**src/rtl/cdc_fifo_pkg.sv**
```systemverilog
// Shared types and helpers for the CDC FIFO receiver-side unpacker.
package cdc_fifo_pkg;

    // Counter width helper: at least one bit, even when only one beat exists.
    function automatic int safe_clog2(input int n);
        return (n <= 1) ? 1 : $clog2(n);
    endfunction

    typedef enum logic {
        UNP_EMPTY,
        UNP_SHIFT
    } unp_state_t;

endpackage

```
**src/rtl/cdc_fifo_unpacker.sv**
```systemverilog
// Receiver-domain unpacker behind the CDC FIFO: dequeues DataWidth words and
// emits them as DataWidth/OutWidth beats, LSB beat first, one beat per clock.
// Optional macro CDC_UNPACK_WORDCNT_EN adds a 32-bit WordCount_DB output
// that counts dequeued words.
module cdc_fifo_unpacker
    import cdc_fifo_pkg::*;
#(
    parameter int DataWidth = 32,
    parameter int OutWidth  = 8
) (
    input  logic                 clk_DB,
    input  logic                 rst_n,
    input  logic                 DataValid_DB,
    input  logic [DataWidth-1:0] DataOut_DB,
    output logic                 Deq_DB,
`ifdef CDC_UNPACK_WORDCNT_EN
    output logic [31:0]          WordCount_DB,
`endif
    output logic                 BeatValid_DB,
    output logic [OutWidth-1:0]  BeatData_DB,
    output logic                 BeatLast_DB,
    input  logic                 BeatReady_DB
);

    localparam int Ratio        = DataWidth / OutWidth;
    localparam int BeatCntWidth = safe_clog2(Ratio);
    localparam logic [BeatCntWidth-1:0] LastCnt = BeatCntWidth'(Ratio - 1);

    if (DataWidth % OutWidth != 0) begin : g_bad_width
        $error("cdc_fifo_unpacker: DataWidth must be a multiple of OutWidth");
    end

    unp_state_t              state_q, state_d;
    logic [DataWidth-1:0]    shift_q, shift_d;
    logic [DataWidth-1:0]    shift_next;
    logic [BeatCntWidth-1:0] cnt_q, cnt_d;
    logic                    load;
    logic                    accept;
    logic                    last;

    // Next beat moves into the low slice; with a single beat per word there is nothing to shift.
    if (Ratio > 1) begin : g_shift
        assign shift_next = {{OutWidth{1'b0}}, shift_q[DataWidth-1:OutWidth]};
    end else begin : g_noshift
        assign shift_next = shift_q;
    end

    // Load/advance/drain decision; a word is loaded on the same edge the previous last beat leaves.
    always_comb begin
        state_d = state_q;
        shift_d = shift_q;
        cnt_d   = cnt_q;
        last    = (cnt_q == LastCnt);
        accept  = (state_q == UNP_SHIFT) && BeatReady_DB;
        load    = DataValid_DB && ((state_q == UNP_EMPTY) || (accept && last));
        if (load) begin
            shift_d = DataOut_DB;
            cnt_d   = '0;
            state_d = UNP_SHIFT;
        end else if (accept && !last) begin
            shift_d = shift_next;
            cnt_d   = cnt_q + 1'b1;
        end else if (accept) begin
            state_d = UNP_EMPTY;
        end
    end

    // Dequeue is the combinational load strobe, suppressed while reset is asserted.
    always_comb begin
        Deq_DB = load && rst_n;
    end

    // State, shift register and beat counter.
    always_ff @(posedge clk_DB or negedge rst_n) begin
        if (!rst_n) begin
            state_q <= UNP_EMPTY;
            shift_q <= '0;
            cnt_q   <= '0;
        end else begin
            state_q <= state_d;
            shift_q <= shift_d;
            cnt_q   <= cnt_d;
        end
    end

    // Outputs come straight from flops; last is qualified by valid so it reads 0 when idle.
    always_comb begin
        BeatValid_DB = (state_q == UNP_SHIFT);
        BeatData_DB  = shift_q[OutWidth-1:0];
        BeatLast_DB  = (state_q == UNP_SHIFT) && last;
    end

`ifdef CDC_UNPACK_WORDCNT_EN
    logic [31:0] wcnt_q, wcnt_d;

    // Word counter: +1 per dequeued word, wraps naturally.
    always_comb begin
        wcnt_d = wcnt_q;
        if (load) begin
            wcnt_d = wcnt_q + 32'd1;
        end
    end

    // Word counter register.
    always_ff @(posedge clk_DB or negedge rst_n) begin
        if (!rst_n) begin
            wcnt_q <= '0;
        end else begin
            wcnt_q <= wcnt_d;
        end
    end

    assign WordCount_DB = wcnt_q;
`endif

endmodule

```
**config.mk**
```make
export PLATFORM = sky130hd
export DESIGN_NAME = cdc_fifo_unpacker
export DESIGN_NICKNAME = d
export VERILOG_FILES = /design/src/rtl/cdc_fifo_pkg.sv /design/src/rtl/cdc_fifo_unpacker.sv
export SDC_FILE = /design/constraint.sdc
export NUM_CORES = 1
export LEC_CHECK = 0
export ABC_AREA = 1
export CORE_MARGIN = 2
export CORE_UTILIZATION = 45
export CTS_CLUSTER_DIAMETER = 80
export DETAILED_ROUTE_END_ITERATION = 10
export PLACE_DENSITY = 0.81
export SLEW_MARGIN = 25
export SYNTH_ARGS = -nofsm -noshare
export SYNTH_HDL_FRONTEND = slang
export SYNTH_SLANG_ARGS = --single-unit
```
**constraint.sdc**
```tcl
create_clock -name clk_DB -period 3.54 [get_ports clk_DB]
set_clock_uncertainty 0.2 [all_clocks]
set_input_delay 0.531 -clock clk_DB [delete_from_list [all_inputs] [get_ports clk_DB]]
set_output_delay 0.531 -clock clk_DB [all_outputs]
set_load 0.02 [all_outputs]
```
### Word-level counts from Yosys, hierarchy flattened

Index checks and enable logic that the tools add are counted.

| word-level totals | value |
|---|---|
| flip-flop bits (word level) | 35 |
| input port bits | 36 |
| logic and storage cells | 25 |

| cells by class | value |
|---|---|
| add/subtract/negate cells | 1 |
| equality and inequality tests | 2 |
| multiplexer cells | 7 |
| bitwise logic cells | 1 |
| reduce and logical (&&, ||, !) cells | 11 |

Operators by type and width:

| cell | count |
|---|---|
| $mux 32 | 2 |
| $logic_and 1x1->1 | 6 |
| $mux 2 | 2 |
| $reduce_bool 2->1 | 2 |
| $mux 1 | 3 |
| $add 2x1->2 const B | 1 |
| $eq 2x2->1 const B | 1 |
| $ne 2x2->1 const B | 1 |
| $reduce_and 2->1 | 1 |
| $logic_not 1->1 | 1 |
| $logic_or 1x1->1 | 1 |
| $not 1->1 | 1 |

### Logic depth before layout (Yosys ltp)

Gate-level depths: netlist (run 1).

| depth | value |
|---|---|
| depth in word-level cells | 6 |
| mapped depth | 8 |
| mapped depth without buffers | 7 |

### Worst setup path before layout (run 1)

OpenSTA, ideal clock, no wires.

| path | value |
|---|---|
| path type | register to output |
| start | reg cnt_q[0] |
| end | out Deq_DB |
| arrival | 1.351 ns |
| slack | 1.458 ns |
| cell stages (with the launch flop) | 7 |
| buffers on the path | 1 |
| cell sequence | dfrtp_1 -> ha_1 -> nand2_1 -> nand2_4 -> nand2_4 -> buf_2 -> nor2_1 |

| on the way | value |
|---|---|
| cells in the longest elaborated chain, start to end | 5 |

Ends and longest elaborated chain:

| item | line | RTL |
|---|---|---|
| from (decl) | cdc_fifo_unpacker.sv:36 | `logic [BeatCntWidth-1:0] cnt_q, cnt_d;` |
| from (signal assigned) | cdc_fifo_unpacker.sv:82 | `cnt_q <= cnt_d;` |
| $eq 2x2->1 | cdc_fifo_unpacker.sv:53 | `last = (cnt_q == LastCnt);` |
| $logic_and 1x1->1 | cdc_fifo_unpacker.sv:55 | `load = DataValid_DB && ((state_q == UNP_EMPTY) \|\| (accept && last));` |
| $logic_or 1x1->1 | cdc_fifo_unpacker.sv:55 |  |
| $logic_and 1x1->1 | cdc_fifo_unpacker.sv:55 |  |
| $logic_and 1x1->1 | cdc_fifo_unpacker.sv:70 | `Deq_DB = load && rst_n;` |
| to (decl) | cdc_fifo_unpacker.sv:15 | `output logic Deq_DB,` |

Every way passes these cells.

### Worst setup path in the final report (run 1)

| path | value |
|---|---|
| start | in BeatReady_DB |
| end | out Deq_DB |

| on the way | value |
|---|---|
| cells in the longest elaborated chain, start to end | 5 |

Ends and longest elaborated chain:

| item | line | RTL |
|---|---|---|
| from (decl) | cdc_fifo_unpacker.sv:22 | `input logic BeatReady_DB` |
| $logic_and 1x1->1 | cdc_fifo_unpacker.sv:54 | `accept = (state_q == UNP_SHIFT) && BeatReady_DB;` |
| $logic_and 1x1->1 | cdc_fifo_unpacker.sv:55 |  |
| $logic_or 1x1->1 | cdc_fifo_unpacker.sv:55 |  |
| $logic_and 1x1->1 | cdc_fifo_unpacker.sv:55 |  |
| $logic_and 1x1->1 | cdc_fifo_unpacker.sv:70 |  |

Every way passes these cells.

==> results.yml, run 1 <==
synthesis:
  syn_nets: 282
  synth_top_family_by_area: "simple AND/OR/NAND/NOR gates"
  seq_area_frac_synth_pct: 44.6
  ys_seq_elements: 35
  netlist_area_um2: 1970
  avgSynthCellArea_um2: 8.02
  ys_types: 19
  synth-simple-area-share_pct: 40.5
  synthAdderAreaFrac_pct: 0.637
  yosys_warnings: 0
  muxShareOfSynthArea_pct: 0
  netlist_instances: 245
  synth_xor_area_share_pct: 0
  synth-compound-area-share_pct: 0.255
route:
  remaining_drc_errors: 0
  drt_first_pass_iters: 5
  drt_iter0_markers: 153
  antenna_left: 0
  routed_wl_mm: 3.97
  wire_per_inst_um: 12.0
  num_vias: 1627
  viasPerCell: 4.93
global_routing:
  grt_pass1_vias: 1558
  grt_max_degree: 50
  overflow: 0
  grt_usage_pct: 17.8
  antenna_found_initial: 0
  grt_pass1_wl_mm: 6.90
final_layout:
  regArea_um2: 876
  final_nets: 314
  design_area_um2: 2370
  final_cell_mix: "nand2_1, nand3_1, clkdlybuf4s50_1"
  final_common_cell: "nand2_1"
  diodes: 0
  multiInputGateArea_um2: 815
  drive_above_1_share_pct: 6.12
  post-route-util_pct: 55.1
  nFillCells: 419
  area_growth_pct: 20.4
die:
  rows: 24
  die_area_um2: 4910
  ioPinCount: 47
  die_x_um: 70.1
  die_h_um: 70.1
  coreArea_um2: 4290
  start_util_pct: 45.8
clock_tree:
  cts_buffers: 5
  post_cts_resized: 0
  cts_max_level: 2
  clkTransAtPathRegs_ns: 0.07
  post_cts_buffers: 0
  cts_tree: "yes"
  cts_hold_buf: 0
  clkSinkCount: 35
  cts_max_path_buffers: 2
  insertion_delay_ns: 0.29
  cts-root-buf: "clkbuf_8"
timing:
  setup_tns_ns: 0
  fin_crit_ns: 2.71
  fmax_ghz: 0.368
  setup_violations: 0
  setup_slack_ns: 0.826
  slew_headroom_pct: 50.8
  final_max_slew_viol_count: 0
  fin_crit_sh_pct: 76.7
  worst_pin_slew_ns: 0.734
  rsz0062_at_grt: "false"
  final-hold-violation-count: 0
place:
  place_area_um2: 2290
  portBuffers: 46
  gp_congestion: 0.749
  dp_slack_ns: 0.808
  dp_hpwl_mm: 2.51
critical_path:
  max_stage_delay_ns: 0.61
  required_ns: 2.81
  cp-start-kind: "input pin"
  ff2ff_setup_slack_ns: 1.46
  path_cells: "clkdlybuf4s50_1 > nand2_1 > nand2_4 > nand2_4 > nor2_1 > clkdlybuf4s50_1"
  crit_fanout: 3
  crit_type: "input pin to primary output"
  slowest_stage: "clkdlybuf4s50_1"
  arrival_ns: 1.98
  worst_setup_path_end_kind: "primary output"
power_and_ir_drop:
  power_leakage_nw: 1.22
  peakVddDrop_uv: 428
  powerDensity_nw_per_um2: 753
outcome:
  status: "finished, final reports clean"
flow_run:
  maxCapViolCount: 0
hold_path:
  hp-class: "input pin to asynchronous set/reset pin"
==> final cells by class <==
| cell class | count | share of cell area [%] |
|---|---|---|
| clock buffers | 7 | 3.22 |
| multi-input cells | 173 | 34.4 |
| well taps | 52 | 2.75 |
| inverters | 12 | 1.90 |
| clock inverters | 1 | 0.211 |
| repair buffers | 50 | 20.5 |
| flip-flops and latches | 35 | 37.0 |
==> per-stage QoR <==
step / hold slack, ns / std cells / power, mW
2_1_floorplan: 0.0354 / 245 / 1.41
3_3_place_gp: 0.272 / 322 / 1.49
3_5_place_dp: 0.288 / 322 / 1.52
4_1_cts: 0.131 / 330 / 1.80
5_1_grt: 0.161 / 330 / 1.95
6_report: 0.132 / 330 / 1.78
==> synth_stat cells <==
cell,number,area (um^2)
nand2_1,99,372
nand3_1,51,255
dfrtp_1,35,876
nand3b_1,14,105
inv_1,12,45.0
buf_4,10,75.1
buf_6,7,78.8
buf_2,4,20.0
buf_12,2,40.0
nand2_4,2,22.5
buf_1,1,3.75
dlymetal6s2s_1,1,12.5
ha_1,1,12.5
nand2_2,1,6.26
nand3_2,1,10.0
nand3b_2,1,11.3
nor2_1,1,3.75
nor2_4,1,11.3
o21ai_1,1,5.00
==> routing by layer <==
layer	vias up	global-route usage, %	wire (um)
li1	833	-	-
met1	738	21.9	1770
met2	51	29.6	1880
met3	5	5.92	261
met4	0	5.77	58
met5	-	0	0
==> where the power goes <==
part           switching [mW]  leakage [nW]  internal [mW]  total [mW]
Sequential              0.101         0.441          0.586       0.687
Combinational           0.488         0.739          0.331       0.819
Clock                   0.138        0.0422          0.138       0.276
Total                   0.727          1.22           1.05        1.78
==> path summary, 6_finish.rpt <==
path	startpoint	to	cells after the start
max	BeatReady_DB	Deq_DB	6
min	rst_n	shift_q[17]$_DFFE_PN0P_	2
max reg2reg	cnt_q[0]$_DFFE_PN0P_	cnt_q[0]$_DFFE_PN0P_	4
min reg2reg	shift_q[28]$_DFFE_PN0P_	shift_q[28]$_DFFE_PN0P_	2
max in group asynchronous	rst_n	shift_q[23]$_DFFE_PN0P_	2
min in group clk_DB	shift_q[28]$_DFFE_PN0P_	shift_q[28]$_DFFE_PN0P_	2
==> flip-flops by register name, indices dropped and copies added (netlist names) <==
signal,cells
shift_q,32
cnt_q,2
BeatValid_DB,1
==> kinds of logic after synthesis <==
kind of cell,after synthesis
simple gates,171
flops,35
fa+ha+maj,1
buf+inv,37
compound gates,1
==> worst max-delay path, delay by kind of cell <==
| kind | cells | cell delay (ns) |
|---|---|---|
| simple gates | 4 | 0.31 |
| buf+inv | 2 | 1.14 |
No activity file was read; power rests on OpenSTA's default activity.
==> run 2: changes to the inputs <==
- PLACE_DENSITY: 0.81 -> 0.84
- clock period: 3.54 -> 2.15 ns (I/O delays scaled with it)
==> results.yml, run 2 (synthesized netlist as in run 1, its figures left out) <==
outcome:
  status: "finished, final reports clean"
critical_path:
  cp.depth: 6
  crit_top_cell: "nand2_4"
  worst-path-buf-inv: 1
  slowest_stage: "dfrtp_1"
  max_stage_delay_ns: 0.40
  crit_type: "flop to primary output"
  cp-start-kind: "flop"
  path_cells: "ha_1 > nand2_1 > nand2_4 > nand2_4 > nor2_1 > dlygate4sd2_1"
  required_ns: 1.63
  rr_worst_depth: 8
  worst_setup_path_end_kind: "primary output"
  crit_fanout: 3
  crit_family: "flip-flops"
  arrival_ns: 1.49
hold_path:
  hp-class: "flop to flop"
  min_path_cells: 2
global_routing:
  grt_pass1_wl_mm: 6.90
  grt_pass1_vias: 1461
  grt_max_degree: 50
  antenna_found_initial: 0
  overflow: 0
  grt_usage_pct: 17.9
die:
  die_area_um2: 4910
  rows: 24
  start_util_pct: 45.8
  ioPinCount: 47
  die_x_um: 70.1
  die_h_um: 70.1
  coreArea_um2: 4290
power_and_ir_drop:
  power_leakage_nw: 1.27
  powerDensity_nw_per_um2: 1260
  peakVddDrop_uv: 898
timing:
  final_max_slew_viol_count: 0
  fin_hold_ws_ns: 0.303
  setup_violations: 0
  worst_pin_slew_ns: 0.473
  final-hold-violation-count: 0
  fmax_ghz: 0.498
  fin_crit_ns: 2.01
  slew_headroom_pct: 68.5
  setup_tns_ns: 0
  fin_crit_sh_pct: 93.4
  rsz0062_at_grt: "false"
final_layout:
  final_common_cell: "nand2_1"
  area_growth_pct: 24.6
  post-route-util_pct: 57.0
  nFillCells: 422
  final_cell_mix: "nand2_1, nand3_1, clkdlybuf4s50_1"
  regArea_um2: 876
  final_nets: 319
  drive_above_1_share_pct: 7.77
  multiInputGateArea_um2: 815
  largest_reg_flops: 32
  diodes: 0
  largest-register: "shift_q"
route:
  remaining_drc_errors: 0
  antenna_left: 0
  wire_per_inst_um: 12.1
  routed_wl_mm: 4.07
  drt_first_pass_iters: 4
  drt_iter0_markers: 139
  num_vias: 1640
  viasPerCell: 4.90
clock_tree:
  cts-root-buf: "clkbuf_8"
  clkSinkCount: 35
  clkTransAtPathRegs_ns: 0.07
  cts_max_path_buffers: 2
  insertion_delay_ns: 0.29
  cts_max_level: 2
  cts_tree: "yes"
  cts_buffers: 5
  post_cts_buffers: 0
place:
  dp_hpwl_mm: 2.54
  portBuffers: 46
  gp_congestion: 0.747
flow_run:
  maxCapViolCount: 0
## run 2: changes by cell type in the layout (fill, tap and decap cells not counted), sizes merged
cell / before / now
buf: 5 / 9
clkdlybuf4s50: 45 / 43
dlygate4sd2: 0 / 2
clkbuf: 7 / 8
clkinv: 1 / 0
dlygate4sd3: 0 / 1
## run 2: worst paths after layout
| check | start | end | slack [ns] |
|---|---|---|---|
| max | cnt_q[0]$_DFFE_PN0P_ | Deq_DB | 0.14 |
| min | shift_q[26]$_DFFE_PN0P_ | shift_q[26]$_DFFE_PN0P_ | 0.30 |
| max reg2reg | cnt_q[0]$_DFFE_PN0P_ | shift_q[4]$_DFFE_PN0P_ | 0.33 |
| min reg2reg | shift_q[26]$_DFFE_PN0P_ | shift_q[26]$_DFFE_PN0P_ | 0.30 |
| max in group asynchronous | rst_n | cnt_q[0]$_DFFE_PN0P_ | 1.00 |
| min in group asynchronous | rst_n | shift_q[23]$_DFFE_PN0P_ | 0.44 |
## run 2: where the power goes
| group | switching (mW) | internal (mW) | total (mW) |
|---|---|---|---|
| Sequential | 0.166 | 0.964 | 1.13 |
| Clock | 0.230 | 0.292 | 0.523 |
| Combinational | 0.828 | 0.600 | 1.43 |
| Total | 1.22 | 1.86 | 3.08 |
## run 2: per-stage QoR
step	total power [mW]	cell area, um^2	worst slack [ns]	instances
2_1_floorplan	2.32	1970	0.276	245
3_3_place_gp	2.52	2340	-0.0848	326
3_5_place_dp	2.58	2340	-0.0718	326
4_1_cts	3.11	2450	0.130	335
5_1_grt	3.34	2450	0.0635	335
6_report	3.08	2450	0.142	335
## run 2: cell type report
cell class,instances,area share [%]
multi-input combinational,173,33.3
sequential,35,35.8
tap,52,2.66
clock buffer,8,4.09
timing repair buffer,55,22.4
inverter,12,1.84
## run 2: layer usage
layer / vias to the layer above / global-route usage (%) / routed length, um
li1: 846 / - / -
met3: 2 / 6.20 / 259
met1: 733 / 25.6 / 1950
met4: 0 / 5.77 / 21
met2: 59 / 25.6 / 1840
met5: - / 0 / 0
## run 2: what timing repair did
item / 4_1_cts / 5_1_grt
endpoints found under the setup margin: 2 / 0
resized for setup: 2 / 0
hold buffers: 1 / 0
endpoints found under the hold margin: 35 / 0
## run 2: tightest hold or removal path, stage by stage (launching register included)
cell and delay (ns):
dfrtp_1 0.34, nand3_1 0.08, nand2_1 0.05
